--- config.mk ---
export PLATFORM = sky130hd
export DESIGN_NAME = parking_token_issuer_flat
export DESIGN_NICKNAME = d
export VERILOG_FILES = /design/src/rtl/parking_token_issuer_pkg.sv /design/src/rtl/parking_token_issuer_if.sv /design/src/rtl/parking_token_issuer_token_lfsr.sv /design/src/rtl/parking_token_issuer.sv /design/src/flat_wrapper.sv
export SDC_FILE = /design/constraint.sdc
export NUM_CORES = 1
export LEC_CHECK = 0
export ABC_AREA = 1
export ABC_CLOCK_PERIOD_IN_PS = 1690
export CORE_MARGIN = 1
export CORE_UTILIZATION = 50
export DETAILED_ROUTE_END_ITERATION = 6
export PLACE_DENSITY = 0.75
export SYNTH_ARGS = -nofsm -noshare
export SYNTH_HDL_FRONTEND = slang
export SYNTH_SLANG_ARGS = --single-unit
--- constraint.sdc ---
create_clock -name clock -period 1.69 [get_ports clock]
set_clock_uncertainty 0.05 [all_clocks]
set_input_delay 0.338 -clock clock [delete_from_list [all_inputs] [get_ports clock]]
set_output_delay 0.338 -clock clock [all_outputs]
set_load 0.005 [all_outputs]
--- src/rtl/parking_token_issuer_pkg.sv ---
// ---------------------------------------------------------------------------
// parking_pkg
//   Shared definitions for the parking token issuer: the controller state
//   encoding, the default token width and the feedback mask of the 8-bit
//   token LFSR.
// ---------------------------------------------------------------------------
package parking_pkg;

  // Default width of the issued and keyed-in tokens.
  localparam int TOKEN_W_DEFAULT = 3;

  // Galois feedback mask for x^8 + x^6 + x^5 + x^4 + 1 in right-shift form:
  // one bit at position (exponent - 1) for each non-constant term.
  localparam logic [7:0] LFSR_TAPS = 8'hB8;

  // Controller states.
  typedef enum logic [2:0] {
    IDLE,
    ISSUE,
    WAIT_CONFIRM,
    GRANT,
    DONE,
    DENY
  } state_t;

endpackage

--- src/rtl/parking_token_issuer_if.sv ---
// ---------------------------------------------------------------------------
// parking_token_issuer_if
//   Bundles the driver-side inputs and the display/gate/status outputs of
//   the parking token issuer.
//   slave  : seen by the issuer (inputs request/confirm/user_token/car_exit,
//            drives the token display, grant, gate, deny, lot_full and
//            free_spaces).
//   master : seen by whatever drives the issuer (the entry controller or a
//            testbench).
// ---------------------------------------------------------------------------
interface parking_token_issuer_if #(
  parameter int TOKEN_W = parking_pkg::TOKEN_W_DEFAULT,
  parameter int SPACES  = 8
);

  localparam int FS_W = $clog2(SPACES + 1);

  logic               request;
  logic               confirm;
  logic [TOKEN_W-1:0] user_token;
  logic               car_exit;

  logic [TOKEN_W-1:0] system_token;
  logic               token_valid;
  logic               grant;
  logic               gate_open;
  logic               deny;
  logic               lot_full;
  logic [FS_W-1:0]    free_spaces;

  modport slave (
    input  request, confirm, user_token, car_exit,
    output system_token, token_valid, grant, gate_open, deny, lot_full,
           free_spaces
  );

  modport master (
    output request, confirm, user_token, car_exit,
    input  system_token, token_valid, grant, gate_open, deny, lot_full,
           free_spaces
  );

endinterface

--- src/rtl/parking_token_issuer_token_lfsr.sv ---
// ---------------------------------------------------------------------------
// token_lfsr
//   8-bit Galois LFSR (x^8 + x^6 + x^5 + x^4 + 1) used as the pseudo-random
//   token source. Advances once per cycle while en_i is high.
//   clk_i   : clock, rising edge
//   rst_ni  : asynchronous active-low reset, loads SEED
//   en_i    : step enable
//   token_o : low OUT_W bits of the current LFSR state
// ---------------------------------------------------------------------------
module token_lfsr
  import parking_pkg::*;
#(
  parameter logic [7:0] SEED  = 8'hA5,
  parameter int         OUT_W = TOKEN_W_DEFAULT
) (
  input  logic             clk_i,
  input  logic             rst_ni,
  input  logic             en_i,
  output logic [OUT_W-1:0] token_o
);

  logic [7:0] lfsr_q;
  logic [7:0] lfsr_d;

  // Right-shifting Galois step: the bit falling out of position 0 folds back
  // into the tap positions. With a nonzero seed and this maximal-length
  // polynomial the state never reaches all-zero.
  always_comb begin
    lfsr_d = lfsr_q;
    if (en_i) begin
      lfsr_d = {1'b0, lfsr_q[7:1]} ^ (lfsr_q[0] ? LFSR_TAPS : 8'h00);
    end
  end

  always_ff @(posedge clk_i or negedge rst_ni) begin
    if (!rst_ni) begin
      lfsr_q <= SEED;
    end else begin
      lfsr_q <= lfsr_d;
    end
  end

  assign token_o = lfsr_q[OUT_W-1:0];

endmodule

--- src/rtl/parking_token_issuer.sv ---
// ---------------------------------------------------------------------------
// parking_token_issuer
//   System side of the parking entry: on a driver request it issues a
//   pseudo-random token, waits for the driver to key it back in, then either
//   grants entry (one grant pulse, one space taken, gate opened for
//   GATE_CYCLES cycles) or denies it (too many wrong tries or timeout).
//   Exit-sensor pulses give spaces back, saturating at SPACES.
//   clock : system clock, rising edge
//   reset : asynchronous active-low reset
//   bus   : slave side of parking_token_issuer_if (request, confirm,
//           user_token, car_exit in; system_token, token_valid, grant,
//           gate_open, deny, lot_full, free_spaces out)
// ---------------------------------------------------------------------------
module parking_token_issuer
  import parking_pkg::*;
#(
  parameter int         TOKEN_W     = TOKEN_W_DEFAULT,
  parameter int         SPACES      = 8,
  parameter int         TIMEOUT     = 32,
  parameter int         MAX_TRIES   = 3,
  parameter int         GATE_CYCLES = 16,
  parameter logic [7:0] LFSR_SEED   = 8'hA5
) (
  input  logic                 clock,
  input  logic                 reset,
  parking_token_issuer_if.slave bus
);

  localparam int FS_W    = $clog2(SPACES + 1);
  localparam int TIMER_W = $clog2(TIMEOUT + 1);
  localparam int TRIES_W = $clog2(MAX_TRIES + 1);
  localparam int GATE_W  = $clog2(GATE_CYCLES + 1);

  localparam logic [FS_W-1:0]    FS_MAX      = FS_W'(SPACES);
  localparam logic [TIMER_W-1:0] TIMER_LAST  = TIMER_W'(TIMEOUT - 1);
  localparam logic [TRIES_W-1:0] TRIES_LIMIT = TRIES_W'(MAX_TRIES);
  localparam logic [GATE_W-1:0]  GATE_LOAD   = GATE_W'(GATE_CYCLES);

  state_t             state_q, state_d;
  logic [TOKEN_W-1:0] token_q, token_d;
  logic [TRIES_W-1:0] tries_q, tries_d;
  logic [TIMER_W-1:0] timer_q, timer_d;
  logic               lot_full_q, lot_full_d;
  logic               request_dly_q;
  logic               confirm_dly_q;
  logic [FS_W-1:0]    free_q;
  logic [GATE_W-1:0]  gate_cnt_q;

  logic [TOKEN_W-1:0] lfsr_token;
  logic               req_rise;
  logic               conf_rise;
  logic [TRIES_W-1:0] tries_inc;
  logic               granting;

  // Free-running token source; the token is sampled from it in ISSUE.
  token_lfsr #(
    .SEED  (LFSR_SEED),
    .OUT_W (TOKEN_W)
  ) u_token_lfsr (
    .clk_i   (clock),
    .rst_ni  (reset),
    .en_i    (1'b1),
    .token_o (lfsr_token)
  );

  // Rising edges of the driver levels, so a held key counts only once.
  assign req_rise  = bus.request & ~request_dly_q;
  assign conf_rise = bus.confirm & ~confirm_dly_q;
  assign tries_inc = tries_q + TRIES_W'(1);
  assign granting  = (state_q == GRANT);

  // Next-state logic. Dropping request outside IDLE always aborts back to
  // IDLE. In WAIT_CONFIRM the checks form a strict priority chain, so a
  // cycle that consumes a wrong confirm does not also advance the timer.
  always_comb begin
    state_d    = state_q;
    token_d    = token_q;
    tries_d    = tries_q;
    timer_d    = timer_q;
    lot_full_d = 1'b0;
    case (state_q)
      IDLE: begin
        if (req_rise) begin
          if (free_q != '0) begin
            state_d = ISSUE;
          end else begin
            lot_full_d = 1'b1;
          end
        end
      end
      ISSUE: begin
        token_d = lfsr_token;
        tries_d = '0;
        timer_d = '0;
        state_d = bus.request ? WAIT_CONFIRM : IDLE;
      end
      WAIT_CONFIRM: begin
        if (!bus.request) begin
          state_d = IDLE;
        end else if (conf_rise && (bus.user_token == token_q)) begin
          state_d = GRANT;
        end else if (conf_rise) begin
          tries_d = tries_inc;
          if (tries_inc == TRIES_LIMIT) begin
            state_d = DENY;
          end
        end else if (timer_q == TIMER_LAST) begin
          state_d = DENY;
        end else begin
          timer_d = timer_q + TIMER_W'(1);
        end
      end
      GRANT: begin
        state_d = bus.request ? DONE : IDLE;
      end
      DONE, DENY: begin
        if (!bus.request) begin
          state_d = IDLE;
        end
      end
      default: begin
        state_d = IDLE;
      end
    endcase
  end

  // Controller registers plus the one-cycle-delayed driver levels used for
  // edge detection.
  always_ff @(posedge clock or negedge reset) begin
    if (!reset) begin
      state_q       <= IDLE;
      token_q       <= '0;
      tries_q       <= '0;
      timer_q       <= '0;
      lot_full_q    <= 1'b0;
      request_dly_q <= 1'b0;
      confirm_dly_q <= 1'b0;
    end else begin
      state_q       <= state_d;
      token_q       <= token_d;
      tries_q       <= tries_d;
      timer_q       <= timer_d;
      lot_full_q    <= lot_full_d;
      request_dly_q <= bus.request;
      confirm_dly_q <= bus.confirm;
    end
  end

  // Space counter: a grant takes a space on the edge that ends the grant
  // cycle, an exit gives one back (never above SPACES); both together
  // cancel out.
  always_ff @(posedge clock or negedge reset) begin
    if (!reset) begin
      free_q <= FS_MAX;
    end else begin
      case ({granting, bus.car_exit})
        2'b10:   free_q <= free_q - FS_W'(1);
        2'b01:   free_q <= (free_q == FS_MAX) ? free_q : free_q + FS_W'(1);
        default: free_q <= free_q;
      endcase
    end
  end

  // Gate timer: loaded at the end of the grant cycle so the gate opens on
  // the following cycle, then counts down on its own regardless of what the
  // controller does next.
  always_ff @(posedge clock or negedge reset) begin
    if (!reset) begin
      gate_cnt_q <= '0;
    end else if (granting) begin
      gate_cnt_q <= GATE_LOAD;
    end else if (gate_cnt_q != '0) begin
      gate_cnt_q <= gate_cnt_q - GATE_W'(1);
    end
  end

  // The token is only shown while the driver is expected to key it in.
  assign bus.token_valid  = (state_q == WAIT_CONFIRM);
  assign bus.system_token = (state_q == WAIT_CONFIRM) ? token_q : '0;
  assign bus.grant        = granting;
  assign bus.deny         = (state_q == DENY);
  assign bus.gate_open    = (gate_cnt_q != '0);
  assign bus.lot_full     = lot_full_q;
  assign bus.free_spaces  = free_q;

endmodule
--- src/flat_wrapper.sv ---
// flat-port wrapper written by rule: the top's interface ports become plain ports
module parking_token_issuer_flat import parking_pkg::*;
#(
  parameter int         TOKEN_W     = TOKEN_W_DEFAULT,
  parameter int         SPACES      = 8,
  parameter int         TIMEOUT     = 32,
  parameter int         MAX_TRIES   = 3,
  parameter int         GATE_CYCLES = 16,
  parameter logic [7:0] LFSR_SEED   = 8'hA5
)
  (clock, reset, bus_request, bus_confirm, bus_user_token, bus_car_exit, bus_system_token, bus_token_valid, bus_grant, bus_gate_open, bus_deny, bus_lot_full, bus_free_spaces);
  parking_token_issuer_if #(.TOKEN_W(TOKEN_W), .SPACES(SPACES)) bus_i ();
  input  logic clock;
  input  logic reset;
  input wire logic [$bits(bus_i.request)-1:0] bus_request;
  input wire logic [$bits(bus_i.confirm)-1:0] bus_confirm;
  input wire logic [$bits(bus_i.user_token)-1:0] bus_user_token;
  input wire logic [$bits(bus_i.car_exit)-1:0] bus_car_exit;
  output wire logic [$bits(bus_i.system_token)-1:0] bus_system_token;
  output wire logic [$bits(bus_i.token_valid)-1:0] bus_token_valid;
  output wire logic [$bits(bus_i.grant)-1:0] bus_grant;
  output wire logic [$bits(bus_i.gate_open)-1:0] bus_gate_open;
  output wire logic [$bits(bus_i.deny)-1:0] bus_deny;
  output wire logic [$bits(bus_i.lot_full)-1:0] bus_lot_full;
  output wire logic [$bits(bus_i.free_spaces)-1:0] bus_free_spaces;
  assign bus_i.request = bus_request;
  assign bus_i.confirm = bus_confirm;
  assign bus_i.user_token = bus_user_token;
  assign bus_i.car_exit = bus_car_exit;
  assign bus_system_token = bus_i.system_token;
  assign bus_token_valid = bus_i.token_valid;
  assign bus_grant = bus_i.grant;
  assign bus_gate_open = bus_i.gate_open;
  assign bus_deny = bus_i.deny;
  assign bus_lot_full = bus_i.lot_full;
  assign bus_free_spaces = bus_i.free_spaces;
  parking_token_issuer #(.TOKEN_W(TOKEN_W), .SPACES(SPACES), .TIMEOUT(TIMEOUT), .MAX_TRIES(MAX_TRIES), .GATE_CYCLES(GATE_CYCLES), .LFSR_SEED(LFSR_SEED)) u_core (.clock(clock), .reset(reset), .bus(bus_i));
endmodule
==> results of run 1 <==
-- worst paths after layout --
path / startpoint / depth (start not counted) / endpoint / slack, ns
worst max register to register: u_core.state_q[2] / 8 / u_core.bus.free_spaces[2] / -0.01
worst min-delay path: reset / 2 / u_core.tries_q[0] / 0.28
min in group clock: u_core.u_token_lfsr.lfsr_q[3] / 0 / u_core.u_token_lfsr.lfsr_q[2] / 0.32
worst max-delay path: u_core.state_q[2] / 8 / u_core.bus.free_spaces[2] / -0.01
max in group asynchronous: reset / 2 / u_core.u_token_lfsr.lfsr_q[2] / 1.06
worst min register to register: u_core.u_token_lfsr.lfsr_q[3] / 0 / u_core.u_token_lfsr.lfsr_q[2] / 0.32
-- cells in the mapped netlist, types with 2 or more instances --
cell      n  area, um2
o21ai_0   7       35.0
inv_2     2       7.51
nor3_1    2       10.0
nand3_1  19       95.1
xor2_1    8       70.1
inv_1    26       97.6
a21oi_1   6       30.0
nand2_1  52        195
nand3_4   2       35.0
dfstp_2   5        131
nor2_1   25       93.8
dfrtp_1  29        726
ha_1      6       75.1
nand3_2   2       20.0
-- routing by layer --
layer  vias to the layer above  part of all wire  global-route usage
met5                         -                 0                   0
met4                         0             0.019               0.117
met3                         8             0.041              0.0756
met2                        29              0.50               0.391
met1                       751              0.44               0.280
li1                        778                 -                   -
-- metrics by stage --
step | setup WS [ns] | cells
3_5_place_dp | -0.277 | 289
6_report | -0.0113 | 314
2_1_floorplan | 0.0259 | 207
4_1_cts | -0.00373 | 310
3_3_place_gp | -0.170 | 289
5_1_grt | -0.115 | 314
-- state kept, by name, summed over array words and instances, names as in the netlist --
name,cells
u_core.bus.free_spaces,4
u_core.timer_q,6
u_core.confirm_dly_q,1
u_core.tries_q,2
u_core.bus.lot_full,1
u_core.request_dly_q,1
u_core.token_q,3
u_core.u_token_lfsr.lfsr_q,8
u_core.gate_cnt_q,5
u_core.state_q,3
-- logic make-up (layout without fill, tap and decap cells) --
| group | Yosys count | after routing | share of synthesized area |
|---|---|---|---|
| AND/OR/NAND/NOR | 111 | 111 | 0.295 |
| flip-flops | 34 | 34 | 0.488 |
| buffers and inverters | 29 | 90 | 0.0626 |
| AO/OA/AOI/OAI | 17 | 17 | 0.0520 |
| XOR/XNOR | 9 | 9 | 0.0491 |
| adder cells (fa/ha/maj) | 7 | 7 | 0.0541 |
-- final cells by class --
cell class / instances / area share
clock buffer: 5 / 0.0152
clock inverter: 3 / 0.0279
inverter: 28 / 0.0436
multi-input combinational: 144 / 0.359
sequential: 34 / 0.349
tap: 46 / 0.0233
timing repair buffer: 54 / 0.182
-- power by group through the flow --
stage                     Combinational [mW]  Sequential (mW)  Clock (mW)
after floorplan                         1.03             1.24           0
after global placement                  1.63             1.26           0
after detailed placement                1.68             1.27           0
after CTS                               1.98             1.22       0.777
after global routing                    2.53             1.25       0.815
final                                   2.28             1.23       0.764
-- timing repair --
action	CTS	global route
pin swaps	3	4
gates resized for setup	46	21
endpoints found under the setup margin	12	14
hold buffers	0	0
buffers inserted	13	5
cloned	0	0
==> out/metrics.yaml, run 1 <==
timing:
  tightestPinTransition_ns: 0.251
  setup_violations: 1
  finalWorstSetupSlack_ns: -0.0113
  hold_viol: 0
  fin_setup_tns_ns: -0.0113
  hold_slack_ns: 0.277
  fin_crit_ns: 1.70
  slew_headroom: 0.832
  drv_slew: 0
  rsz0062_at_grt: "true"
  period_share: 1.01
  fmax_mhz: 588
synthesis:
  avgSynthCellArea_um2: 8.49
  synthArstFlopShare: 1.00
  synthCells: 207
  synth-seq-cells: 34
  synth_nets: 222
  synth-seq-area-share: 0.488
  syn-cell-area_um2: 1760
  synth_edf_count: 0
  synth_ff_type: "dfrtp_1"
  ys_types: 30
  ys.warnings.count: 0
worst_setup_path:
  cp-start-kind: "register"
  crit_slowest_cell: "fa_1"
  cp_num_buf_inv: 2
  cp_data_required_time_ns: 1.86
  crit_chain: "inv_2, buf_6, nand3_4, nand2_4, fa_1, xor2_1, nand2_1, o21ai_0"
  crit_type: "reg -> reg"
  cp-end-kind: "register"
  crit_path_max_fanout: 4
  critPathMaxStageDelay_ns: 0.41
  critPathArrivalTime_ns: 1.87
  crit_family: "adder cells"
run:
  maxCapViolCount: 0
power_and_ir_drop:
  internal_power_mw: 2.59
  irDropWorstVdd_mv: 1.12
  seq_power_share: 0.288
  net-switching-power_mw: 1.68
  p_sw_frac: 0.393
  finalPower_mw: 4.28
  p_clk_frac: 0.179
  p_comb_frac: 0.533
  powerDensity_nw_per_um2: 1730
  p_leak_nw: 1.28
finish:
  fin_util: 0.733
  seqCellArea_um2: 861
  layout-drive-gt1-share: 0.347
  fillerInstances: 256
  diodes: 0
  mostFrequentLayoutCells: "nand2_1 (48), buf_4 (29), dfrtp_1 (26), nor2_1 (19), nand3_1 (19)"
  final_area_um2: 2470
  multi_input_area_um2: 886
  final_nets: 282
  layout_commonest_cell: "nand2_1"
  areaGrowthSynthToFinish_pct: 40.3
worst_hold_path:
  hold_class: "in -> async"
drt:
  vias: 1566
  drt-total-wl_mm: 4.07
  viasPerCell: 4.99
  dr.pass1.iters: 4
  drt-initial-drc-count: 44
  drc: 0
  postRouteAntennaNets: 0
  avgRoutedWirePerCell_um: 13.0
placement:
  io_buffers: 19
  placed_area_um2: 2150
  dp_hpwl_mm: 2.48
  gp_congestion: 0.870
global_route:
  grt_pass1_vias: 1444
  grt_usage: 0.237
  antenna_found_initial: 0
  grt_pass1_wl_mm: 6.13
  gr-total-overflow: 0
  grt_max_degree: 35
die:
  ios: 20
  coreArea_um2: 3360
  die_area_um2: 3760
  start_util: 0.523
  rows: 21
  die_w_um: 61.3
  die_h_um: 61.3
clock_network:
  cts_tree: "yes"
  clock-sinks: 34
  clk_pin_slew_ns: 0.12
  htreeDepth: 2
  clockBufferDepth: 2
  insertion_delay_ns: 0.36
  numCtsBuffers: 5
  root_buffer: "clkbuf_4"
outcome:
  violations: "negative setup slack"
  run_status: "complete, but fails checks"
Note: power is estimated with default switching activity, not from simulation.
==> inputs of run 2 (changes only) <==
Settings changed: CORE_UTILIZATION 50 to 55, DONT_BUFFER_PORTS from default to 1, PLACE_DENSITY 0.75 to 0.73.
==> run 2 against run 1 <==
Net effect: cell area fell by 19%; power fell by 24%; non-clock buffer count fell by 41; the run now ends clean; critical endpoint is now bus_deny; wire length fell by 16%; combinational power fell by 33%.
==> out/metrics.yaml, run 2 (same netlist as run 1, synthesis figures left out) <==
worst_setup_path:
  crit_family: "flip-flops"
  critPathArrivalTime_ns: 1.24
  cp-start-kind: "register"
  cp_data_required_time_ns: 1.30
  crit_chain: "buf_4, nor3_1"
  crit_slowest_cell: "dfrtp_1"
  critPathMaxStageDelay_ns: 0.40
  crit_path_max_fanout: 4
  timing.rr.start: "u_core.state_q[0]"
  cp_num_buf_inv: 1
  cp-end-kind: "primary output"
  startpoint: "u_core.state_q[1]"
  crit_type: "reg -> out"
die:
  die_w_um: 58.5
  ios: 20
  die_h_um: 58.5
  start_util: 0.576
  die_area_um2: 3430
  coreArea_um2: 3050
  rows: 20
placement:
  placed_area_um2: 1850
  gp_congestion: 0.810
  post-place-ws_ns: 0.0805
  io_buffers: 0
  dp_hpwl_mm: 2.43
  placed_cells: 255
outcome:
  run_status: "completed"
timing:
  hold_viol: 0
  fmax_mhz: 614
  finalWorstSetupSlack_ns: 0.0623
  fin_crit_ns: 1.63
  tightestPinTransition_ns: 0.362
  setup_violations: 0
  period_share: 0.963
  drv_slew: 0
  slew_headroom: 0.757
  fin_setup_tns_ns: 0
worst_hold_path:
  hold_path_startpoint: "bus_request"
  hold_class: "in -> reg"
drt:
  postRouteAntennaNets: 0
  viasPerCell: 5.06
  drt-total-wl_mm: 3.42
  drc: 0
  drt-initial-drc-count: 24
  avgRoutedWirePerCell_um: 12.6
  dr.pass1.iters: 4
  vias: 1372
finish:
  areaGrowthSynthToFinish_pct: 14.2
  top_register: "u_core.u_token_lfsr.lfsr_q"
  largestRegisters: "u_core.u_token_lfsr.lfsr_q (8), u_core.timer_q (6), u_core.gate_cnt_q (5)"
  final_nets: 241
  mostFrequentLayoutCells: "nand2_1 (50), dfrtp_1 (29), inv_1 (22), nor2_1 (22), nand3_1 (19)"
  fillerInstances: 280
  fin_cells: 271
  fin_util: 0.657
  layout-drive-gt1-share: 0.194
  diodes: 0
  final_area_um2: 2010
  largest_reg_flops: 8
  layout_commonest_cell: "nand2_1"
power_and_ir_drop:
  irDropWorstVdd_mv: 0.909
  p_leak_nw: 1.07
  powerDensity_nw_per_um2: 1620
global_route:
  gr-total-overflow: 0
  grt_pass1_vias: 1304
  grt_usage: 0.229
  grt_max_degree: 35
  antenna_found_initial: 0
  grt_pass1_wl_mm: 5.71
clock_network:
  insertion_delay_ns: 0.34
  htreeDepth: 2
  numCtsBuffers: 5
  cts_tree: "yes"
  clock-sinks: 34
  root_buffer: "clkbuf_4"
  clk_pin_slew_ns: 0.11
  clockBufferDepth: 2
run:
  maxCapViolCount: 0
[run 2: changes by cell type in the layout (fill, tap and decap cells not counted), moves of 4 or more]
cell	before	now
buf_2	6	0
buf_4	29	9
buf_6	5	0
clkdlybuf4s50_1	11	0
inv_1	18	22
[run 2: final cells by class]
class,count,area (um2),share of cell area
Tap cell,44,55.1,0.0274
Clock inverter,2,12.5,0.00623
Inverter,28,105,0.0524
Timing Repair Buffer,13,118,0.0586
Multi-Input combinational cell,144,808,0.403
Sequential cell,34,857,0.427
Clock buffer,6,51.3,0.0256
[run 2: final timing paths]
kind	endpoint	slack [ns]	depth (start not counted)
min reg2reg	u_core.u_token_lfsr.lfsr_q[2]	0.33	0
max in group asynchronous	u_core.u_token_lfsr.lfsr_q[5]	0.91	2
max	bus_deny	0.06	2
max reg2reg	u_core.bus.free_spaces[3]	0.10	9
min in group asynchronous	u_core.gate_cnt_q[1]	0.42	2
min	u_core.state_q[2]	0.12	2
[run 2: power breakdown]
part	total, mW	switching, mW	internal, mW
clock network	0.469	0.269	0.200
logic	1.52	0.915	0.604
registers	1.27	0.219	1.05
total	3.26	1.40	1.85
[run 2: what timing repair did]
item | CTS | global route
hold buffers | 4 | 0
gates resized for setup | 0 | 11
setup endpoints to repair | 0 | 6
buffers inserted | 0 | 4
endpoints found under the hold margin | 36 | 0
[run 2: metal layers]
layer,global-route usage,vias to the layer above,part of all wire
met5,0,-,0
met4,0.0714,0,0.0079
met3,0.0791,4,0.048
met2,0.368,29,0.47
met1,0.292,649,0.48
li1,-,690,-
[run 2: metrics by stage]
| step | total power, mW | hold WS, ns |
|---|---|---|
| after floorplan | 2.27 | -0.00759 |
| after global placement | 2.56 | -0.00687 |
| after detailed placement | 2.65 | -0.00678 |
| after CTS | 3.16 | 0.0971 |
| after global routing | 3.55 | 0.0979 |
| final | 3.26 | 0.116 |
